===== src/rtl/xy_pkg.sv =====
// Shared types and limits for the x/y handshake stimulus generator.
package xy_pkg;

  typedef enum logic [1:0] {IDLE, WAIT, BOTH, DROP} xy_state_t;

  localparam int XY_MAX_LAT = 255;

  function automatic int max2(input int a, input int b);
    return (a > b) ? a : b;
  endfunction

endpackage


===== src/rtl/xy_lat_counter.sv =====
// Loadable up-counter with synchronous clear, enable and a terminal-count compare.
module xy_lat_counter #(
  parameter int W = 3
) (
  input  logic         clk_i,
  input  logic         rst_i,
  input  logic         clr_i,
  input  logic         load_i,
  input  logic [W-1:0] load_val_i,
  input  logic         en_i,
  input  logic [W-1:0] term_i,
  output logic         tc_o
);

  logic [W-1:0] cnt_q, cnt_d;

  always_comb begin
    cnt_d = cnt_q;
    if (clr_i)       cnt_d = '0;
    else if (load_i) cnt_d = load_val_i;
    else if (en_i)   cnt_d = cnt_q + 1'b1;
  end

  always_ff @(posedge clk_i or posedge rst_i) begin
    if (rst_i) cnt_q <= '0;
    else       cnt_q <= cnt_d;
  end

  assign tc_o = (cnt_q == term_i);

endmodule


===== src/rtl/xy_handshake_gen.sv =====
// Drives x, then y LATENCY clocks later, holds both for HOLD clocks, then reports completion.
//   state | meaning
//   IDLE  | waiting for start; x=y=0
//   WAIT  | x high, counting LATENCY clocks toward y
//   BOTH  | x and y high for HOLD clocks
//   DROP  | x=y=0, done pulse; count bumps on exit unless aborted
module xy_handshake_gen
  import xy_pkg::*;
#(
  parameter int LATENCY = 5,
  parameter int HOLD    = 1,
  parameter int CNT_W   = 8
) (
  input  logic             clk_i,
  input  logic             rst_i,
  input  logic             start_i,
  input  logic             abort_i,
  output logic             x_o,
  output logic             y_o,
  output logic             busy_o,
  output logic             done_o,
  output logic             aborted_o,
  output logic [CNT_W-1:0] txn_count_o
);

  localparam int CW = $clog2(max2(LATENCY, HOLD) + 1);
  localparam logic [CW-1:0] LAT_TC  = CW'(LATENCY - 1);
  localparam logic [CW-1:0] HOLD_TC = CW'(HOLD - 1);

  if (LATENCY < 1 || HOLD < 1 || LATENCY > XY_MAX_LAT || HOLD > XY_MAX_LAT) begin : g_bad_param
    $error("xy_handshake_gen: LATENCY and HOLD must be in 1..255");
  end

  xy_state_t        state_q, state_d;
  logic             x_q, x_d, y_q, y_d;
  logic             busy_q, busy_d;
  logic             done_q, done_d;
  logic             ab_q, ab_d;
  logic [CNT_W-1:0] cnt_q, cnt_d;
  logic             lat_clr, lat_en, lat_tc;
  logic             hold_clr, hold_en, hold_tc;

  xy_lat_counter #(.W(CW)) u_lat (
    .clk_i      (clk_i),
    .rst_i      (rst_i),
    .clr_i      (lat_clr),
    .load_i     (1'b0),
    .load_val_i ({CW{1'b0}}),
    .en_i       (lat_en),
    .term_i     (LAT_TC),
    .tc_o       (lat_tc)
  );

  xy_lat_counter #(.W(CW)) u_hold (
    .clk_i      (clk_i),
    .rst_i      (rst_i),
    .clr_i      (hold_clr),
    .load_i     (1'b0),
    .load_val_i ({CW{1'b0}}),
    .en_i       (hold_en),
    .term_i     (HOLD_TC),
    .tc_o       (hold_tc)
  );

  always_comb begin
    state_d  = state_q;
    x_d      = x_q;
    y_d      = y_q;
    done_d   = 1'b0;
    ab_d     = 1'b0;
    cnt_d    = cnt_q;
    lat_clr  = 1'b0;
    lat_en   = 1'b0;
    hold_clr = 1'b0;
    hold_en  = 1'b0;

    if (state_q != IDLE && abort_i) begin
      // Abort beats everything, including the count bump on DROP exit.
      state_d = IDLE;
      x_d     = 1'b0;
      y_d     = 1'b0;
      ab_d    = 1'b1;
    end else begin
      case (state_q)
        IDLE: begin
          if (start_i && !abort_i) begin
            state_d = WAIT;
            x_d     = 1'b1;
            y_d     = 1'b0;
            lat_clr = 1'b1;
          end
        end
        WAIT: begin
          if (lat_tc) begin
            state_d  = BOTH;
            y_d      = 1'b1;
            hold_clr = 1'b1;
          end else begin
            lat_en = 1'b1;
          end
        end
        BOTH: begin
          if (hold_tc) begin
            state_d = DROP;
            x_d     = 1'b0;
            y_d     = 1'b0;
            done_d  = 1'b1;
          end else begin
            hold_en = 1'b1;
          end
        end
        DROP: begin
          state_d = IDLE;
          if (cnt_q != {CNT_W{1'b1}}) cnt_d = cnt_q + 1'b1;
        end
        default: state_d = IDLE;
      endcase
    end

    busy_d = (state_d != IDLE);
  end

  always_ff @(posedge clk_i or posedge rst_i) begin
    if (rst_i) begin
      state_q <= IDLE;
      x_q     <= 1'b0;
      y_q     <= 1'b0;
      busy_q  <= 1'b0;
      done_q  <= 1'b0;
      ab_q    <= 1'b0;
      cnt_q   <= '0;
    end else begin
      state_q <= state_d;
      x_q     <= x_d;
      y_q     <= y_d;
      busy_q  <= busy_d;
      done_q  <= done_d;
      ab_q    <= ab_d;
      cnt_q   <= cnt_d;
    end
  end

  assign x_o         = x_q;
  assign y_o         = y_q;
  assign busy_o      = busy_q;
  assign done_o      = done_q;
  assign aborted_o   = ab_q;
  assign txn_count_o = cnt_q;

endmodule

===== config.mk =====
export PLATFORM = sky130hd
export DESIGN_NAME = xy_handshake_gen
export DESIGN_NICKNAME = d
export VERILOG_FILES = /design/src/rtl/xy_pkg.sv /design/src/rtl/xy_lat_counter.sv /design/src/rtl/xy_handshake_gen.sv
export SDC_FILE = /design/constraint.sdc
export NUM_CORES = 1
export LEC_CHECK = 0
export CAP_MARGIN = 20
export CORE_MARGIN = 1.5
export CORE_UTILIZATION = 54
export DETAILED_ROUTE_END_ITERATION = 8
export PLACE_DENSITY = 0.79
export SYNTH_ARGS = -nofsm -noshare
export SYNTH_HDL_FRONTEND = slang
export SYNTH_HIERARCHICAL = 1
export SYNTH_SLANG_ARGS = --single-unit

===== constraint.sdc =====
create_clock -name clk_i -period 2.48 [get_ports clk_i]
set_input_delay 0.248 -clock clk_i [delete_from_list [all_inputs] [get_ports clk_i]]
set_output_delay 0.248 -clock clk_i [all_outputs]
set_load 0.005 [all_outputs]

After elaboration in Yosys (flattened, before gate mapping)
Cells that the tools add are included.

storage, ports and cells
  bits in registers = 21
  output and inout bits = 13

operators by class
  reductions and logical operators = 14
  $add $sub $neg = 3
  eq/ne operators = 8
  muxes and demuxes = 33
  bitwise gates (word level) = 1

operators with widths
  operator             count
  $mux 1               22
  $mux 3               4
  $ne 3x3->1 const B   3
  $add 8x1->8 const B  1
  $mux 2               4
  $ne 8x8->1 const B   1
  $pmux 2 s4           1
  $reduce_bool 2->1    4
  $add 3x1->3 const B  2
  $reduce_and 3->1     2
  $eq 2x2->1 const B   2
  $reduce_and 4->1     1
  $reduce_bool 4->1    1
  $eq 3x3->1 const B   1
  $logic_not 3->1      1
  $pmux 1 s3           1
  $reduce_bool 3->1    1
  $eq 2x1->1 const B   1
  $logic_and 1x1->1    2
  $logic_not 2->1      1
  $pmux 1 s2           1
  $logic_not 1->1      1
  $not 1->1            1

Longest topological paths before layout
Gate-level depths: netlist of run 1.

  depth in word-level cells = 6
  gate-level depth with buffers = 7
  gate-level depth less buffers = 7

Cells and area by module
The synthesis of run 1 kept the hierarchy.

modules (own cells, without submodules)
  module            cells an instance  area an instance (um^2)  times used  seq. area each (um^2)
  xy_handshake_gen  82                 852.1                    1           375.4
  xy_lat_counter    20                 209.0                    2           75.1

Worst setup path after synthesis of run 1
Ideal clock, no wire load.

  kind = reg2reg
  start = register state_q[0]
  end = register u_lat.cnt_q[2]
  arrival time = 1793 ps
  stages on the path, launching flop included = 8
  buffers on the path = 0
  slack = 576 ps
  setup time = 111 ps
  cells stage by stage = dfrtp_1 -> inv_1 -> ha_1 -> nand2b_4 -> inv_4 -> nor3_1 -> a211oi_1 -> a2111oi_2

between the ends
  cells in the longest elaborated chain, start to end = 4
  elaborated cells on any way between the ends = 10
  those cells by class = eq/ne: 1; mux: 5; reduce/logical: 4

RTL lines
  item                                             RTL line                                        RTL
  start, declared                                  xy_handshake_gen.sv:34                          xy_state_t state_q, state_d;
  start signal, assigned                           xy_handshake_gen.sv:133                         state_q <= state_d;
  $eq 2x1->1 or $reduce_bool 2->1 (tied branches)  xy_handshake_gen.sv:84, xy_handshake_gen.sv:77
  $mux 1 or $logic_and 1x1->1 (tied branches)      xy_handshake_gen.sv:84, xy_handshake_gen.sv:77
  $mux 1 (*)                                       xy_handshake_gen.sv:77                          if (state_q != IDLE && abort_i) begin
  named net lat_en                                 xy_handshake_gen.sv:40                          logic lat_clr, lat_en, lat_tc;
  $reduce_bool 2->1 (no source line) (*)           -
  end signal, assigned                             xy_lat_counter.sv:26                            else cnt_q <= cnt_d;
  end, declared                                    xy_lat_counter.sv:15                            logic [W-1:0] cnt_q, cnt_d;

Mark *: on every way through the listed nets, which the timed path passes. The rest lies on a longest branch.
A chain may end at the register's enable or synchronous reset.

Worst setup path after layout of run 1
Ends and elaborated chain as after synthesis.

==> flow_summary_export.csv, run 1 <==
group,metric,value,unit
run_status,status,"completed",
layout,diodes,0,
logic_synthesis,synth_edf_count,0,
place,io_buffers,16,
logic_synthesis,synth.avg_cell_area,10.41,sq um
logic_synthesis,synth_ff_type,"dfrtp_1",
place,pre_cts_ws,0.3180,ns
timing,rsz0062_at_grt,"no",
timing,maxSlewViolCount,0,
timing,fin_skew,0.008932,ns
layout,mostFrequentLayoutCell,"conb_1",
grt,grt_pass1_wl,4.471,mm
timing,period_needed,2.175,ns
cts,clock_sinks,21,
layout,area_growth_syn_to_layout,24.04,%
drt,vias,997,
cts,cts_hold_buf,0,
floorplanning,num_rows,17,
power,leakage,0.0007460,uW
drt,firstDrtPassIters,4,
cts,postCtsSetupRepairBufs,0,
cts,cts.path.max_buffers,2,
place,gp_congestion,0.9737,
drt,post_drt_via_cell_ratio,5.193,
cts,worstSkewPairLatency,0.30,ns
job,drv_cap,0,
floorplanning,core-area,0.002212,sq mm
cts,cts_buffers,3,
timing,setup_violations,0,
cts,cts_tree,"built",
critical_path,cpPeakStageDelay,0.45,ns
grt,gr-max-usage-layer,"met2",
floorplanning,initial_utilization,57.41,%
critical_path,crit_required,2.69,ns
critical_path,end_kind,"flip-flop",
drt,drc_errors,0,
logic_synthesis,async_reset_ff_share,100.0,%
critical_path,slowest_stage,"dfrtp_1",
grt,gr-usage-met2,38.89,%
logic_synthesis,synth_seq_cells,21,
critical_path,cp.arrival,2.38,ns
drt,ant_nets,0,
logic_synthesis,synth_top_area_share,41.38,%
critical_path,rrSetupSlack,0.31,ns
critical_path,critPathLaunchType,"flip-flop",
drt,routed_wl,2.456,mm
timing,tightest_slew,0.6006,ns
critical_path,reg2regPathDepth,7,
logic_synthesis,synth_area_leaders,"dfrtp_1 41%, ha_1 7.9%, xor2_1 5.5%",
layout,fillers,177,
floorplanning,die_x,51.50,um
hold_path,hold_class,"input pin to asynchronous set/reset pin",
floorplanning,io_pins,17,
timing,setup_ws,0.3051,ns
grt,grt_pass1_vias,1026,
layout,layout-drive-gt1-share,10.98,%
logic_synthesis,syn_area,0.001270,sq mm
layout,layout_common_cells,"24 x conb_1, 21 x dfrtp_1, 16 x clkdlybuf4s50_1",
logic_synthesis,ys_types,36,
timing,whs,0.1810,ns
cts,cts_resized,0,
cts,cts_max_level,1,
cts,clk_pin_slew_worst_paths,0.12,ns
timing,tns,0,ns
timing,fmax,459.8,MHz
grt,grt_max_degree,16,
critical_path,crit_chain,"inv_1 > ha_1 > nand2b_4 > inv_4 > nor3_1 > a211oi_1 > a2111oi_2",
power,vdd_drop_max,0.6024,mV
logic_synthesis,yosysTopAreaCell,"dfrtp_1",
timing,period_share,87.70,%
place,hpwl,1.946,mm
grt,grt_overflow,0,
critical_path,critPathMaxFanout,9,
logic_synthesis,yosysWarnings,6,
cts,cts_root_buffer,"clkbuf_4",
logic_synthesis,synthCells,122,
floorplanning,die_area,0.002652,sq mm
critical_path,crit_type,"flip-flop to flip-flop",
grt,grt_usage,22.57,%
grt,antenna_found_initial,0,
logic_synthesis,yosysSeqAreaShare,41.38,%
power,p_per_area,763.1,mW/mm^2
layout,nNetsFinal,177,
drt,wl_per_cell,12.79,um
grt,grtUsageMet1,28.44,%
timing,hold_violations,0,
timing,slew_headroom,59.91,%
floorplanning,die_y,51.50,um
grt,grtUsageMet3,3.161,%
drt,drt_iter0_drc,36,
-- area by class of cell --
| type | instances | area, sq um | area share (%) |
|---|---|---|---|
| Timing Repair Buffer | 16 | 160.2 | 10.17 |
| Tap cell | 28 | 35.03 | 2.224 |
| Sequential cell | 21 | 525.5 | 33.36 |
| Clock inverter | 1 | 5.005 | 0.3177 |
| Inverter | 15 | 58.81 | 3.733 |
| Clock buffer | 3 | 22.52 | 1.430 |
| Multi-Input combinational cell | 108 | 768.2 | 48.77 |
-- registers in the layout, summed over array words and instances, names as in the netlist --
name,count
aborted_o,1
busy_o,1
done_o,1
state_q,2
txn_count_o,8
u_hold/cnt_q,3
u_lat/cnt_q,3
x_o,1
y_o,1
-- through the flow --
stage                     total power (uW)  instances  util [%]  instance area (sq um)
after global placement                1004        188     69.97                   1548
final                                 1202        192     71.21                   1575
after detailed placement              1036        188     69.97                   1548
after CTS                             1210        192     71.21                   1575
after global routing                  1305        192     71.21                   1575
after floorplan                      851.0        144         -                   1353
-- final timing paths --
path | startpoint | to
setup reg to reg | state_q[0] | u_lat/cnt_q[2]
hold / removal | rst_i | u_lat/cnt_q[1]
min in group clk_i | txn_count_o[5] | txn_count_o[5]
hold reg to reg | txn_count_o[5] | txn_count_o[5]
max in group asynchronous | rst_i | txn_count_o[3]
setup / recovery | state_q[0] | u_lat/cnt_q[2]
-- cell families after synthesis --
logic type | Yosys count | share of synthesized area, %
buffers and inverters | 15 | 4.631
AOI/OAI and AO/OA | 25 | 14.68
xor gates and xnor gates | 12 | 8.276
other | 2 | 0.5914
adders and majority gates | 8 | 7.882
muxes | 5 | 4.138
DFF | 21 | 41.38
and+or+nand+nor | 34 | 18.42
-- Yosys cell counts, types with 3 or more instances --
cell type / n
nor2b_1: 4
xnor2_1: 4
a211oi_1: 6
nand3_1: 3
inv_1: 14
o21ai_0: 5
xor2_1: 8
nor2_1: 5
dfrtp_1: 21
nor3_1: 5
mux2i_1: 3
ha_1: 8
nand2_1: 5
a21oi_1: 5
-- routing by layer --
metal / vias to the layer above / part of all wire, %
li1: 488 / -
met4: 0 / 1.1
met5: - / 0
met2: 27 / 51
met1: 476 / 43
met3: 6 / 4.9
-- worst max-delay path, delay by kind of cell, from the launching register on --
family,cells,cell delay (ns)
DFF,1,0.45
adders and majority gates,1,0.29
buffers and inverters,2,0.22
and+or+nand+nor,2,0.61
AOI/OAI and AO/OA,2,0.51
-- where the power goes --
part / internal (uW) / switching [uW] / leakage (uW) / total, uW
combinational: 267 / 266 / 0.000457 / 533
clock: 60.1 / 104 / 0.0000177 / 164
sequential: 426 / 79.2 / 0.000271 / 505
Power figures use the tool's default switching activity.
==> inputs of run 2 (changes only) <==
--- a/config.mk
+++ b/config.mk
@@ -9,6 +9,7 @@
 export CORE_MARGIN = 1.5
 export CORE_UTILIZATION = 54
 export DETAILED_ROUTE_END_ITERATION = 8
+export HOLD_SLACK_MARGIN = 0.02
 export PLACE_DENSITY = 0.79
 export SYNTH_ARGS = -nofsm -noshare
 export SYNTH_HDL_FRONTEND = slang
==> results of run 2 <==
The final DEF is identical to that of run 1; final timing and power are the same.
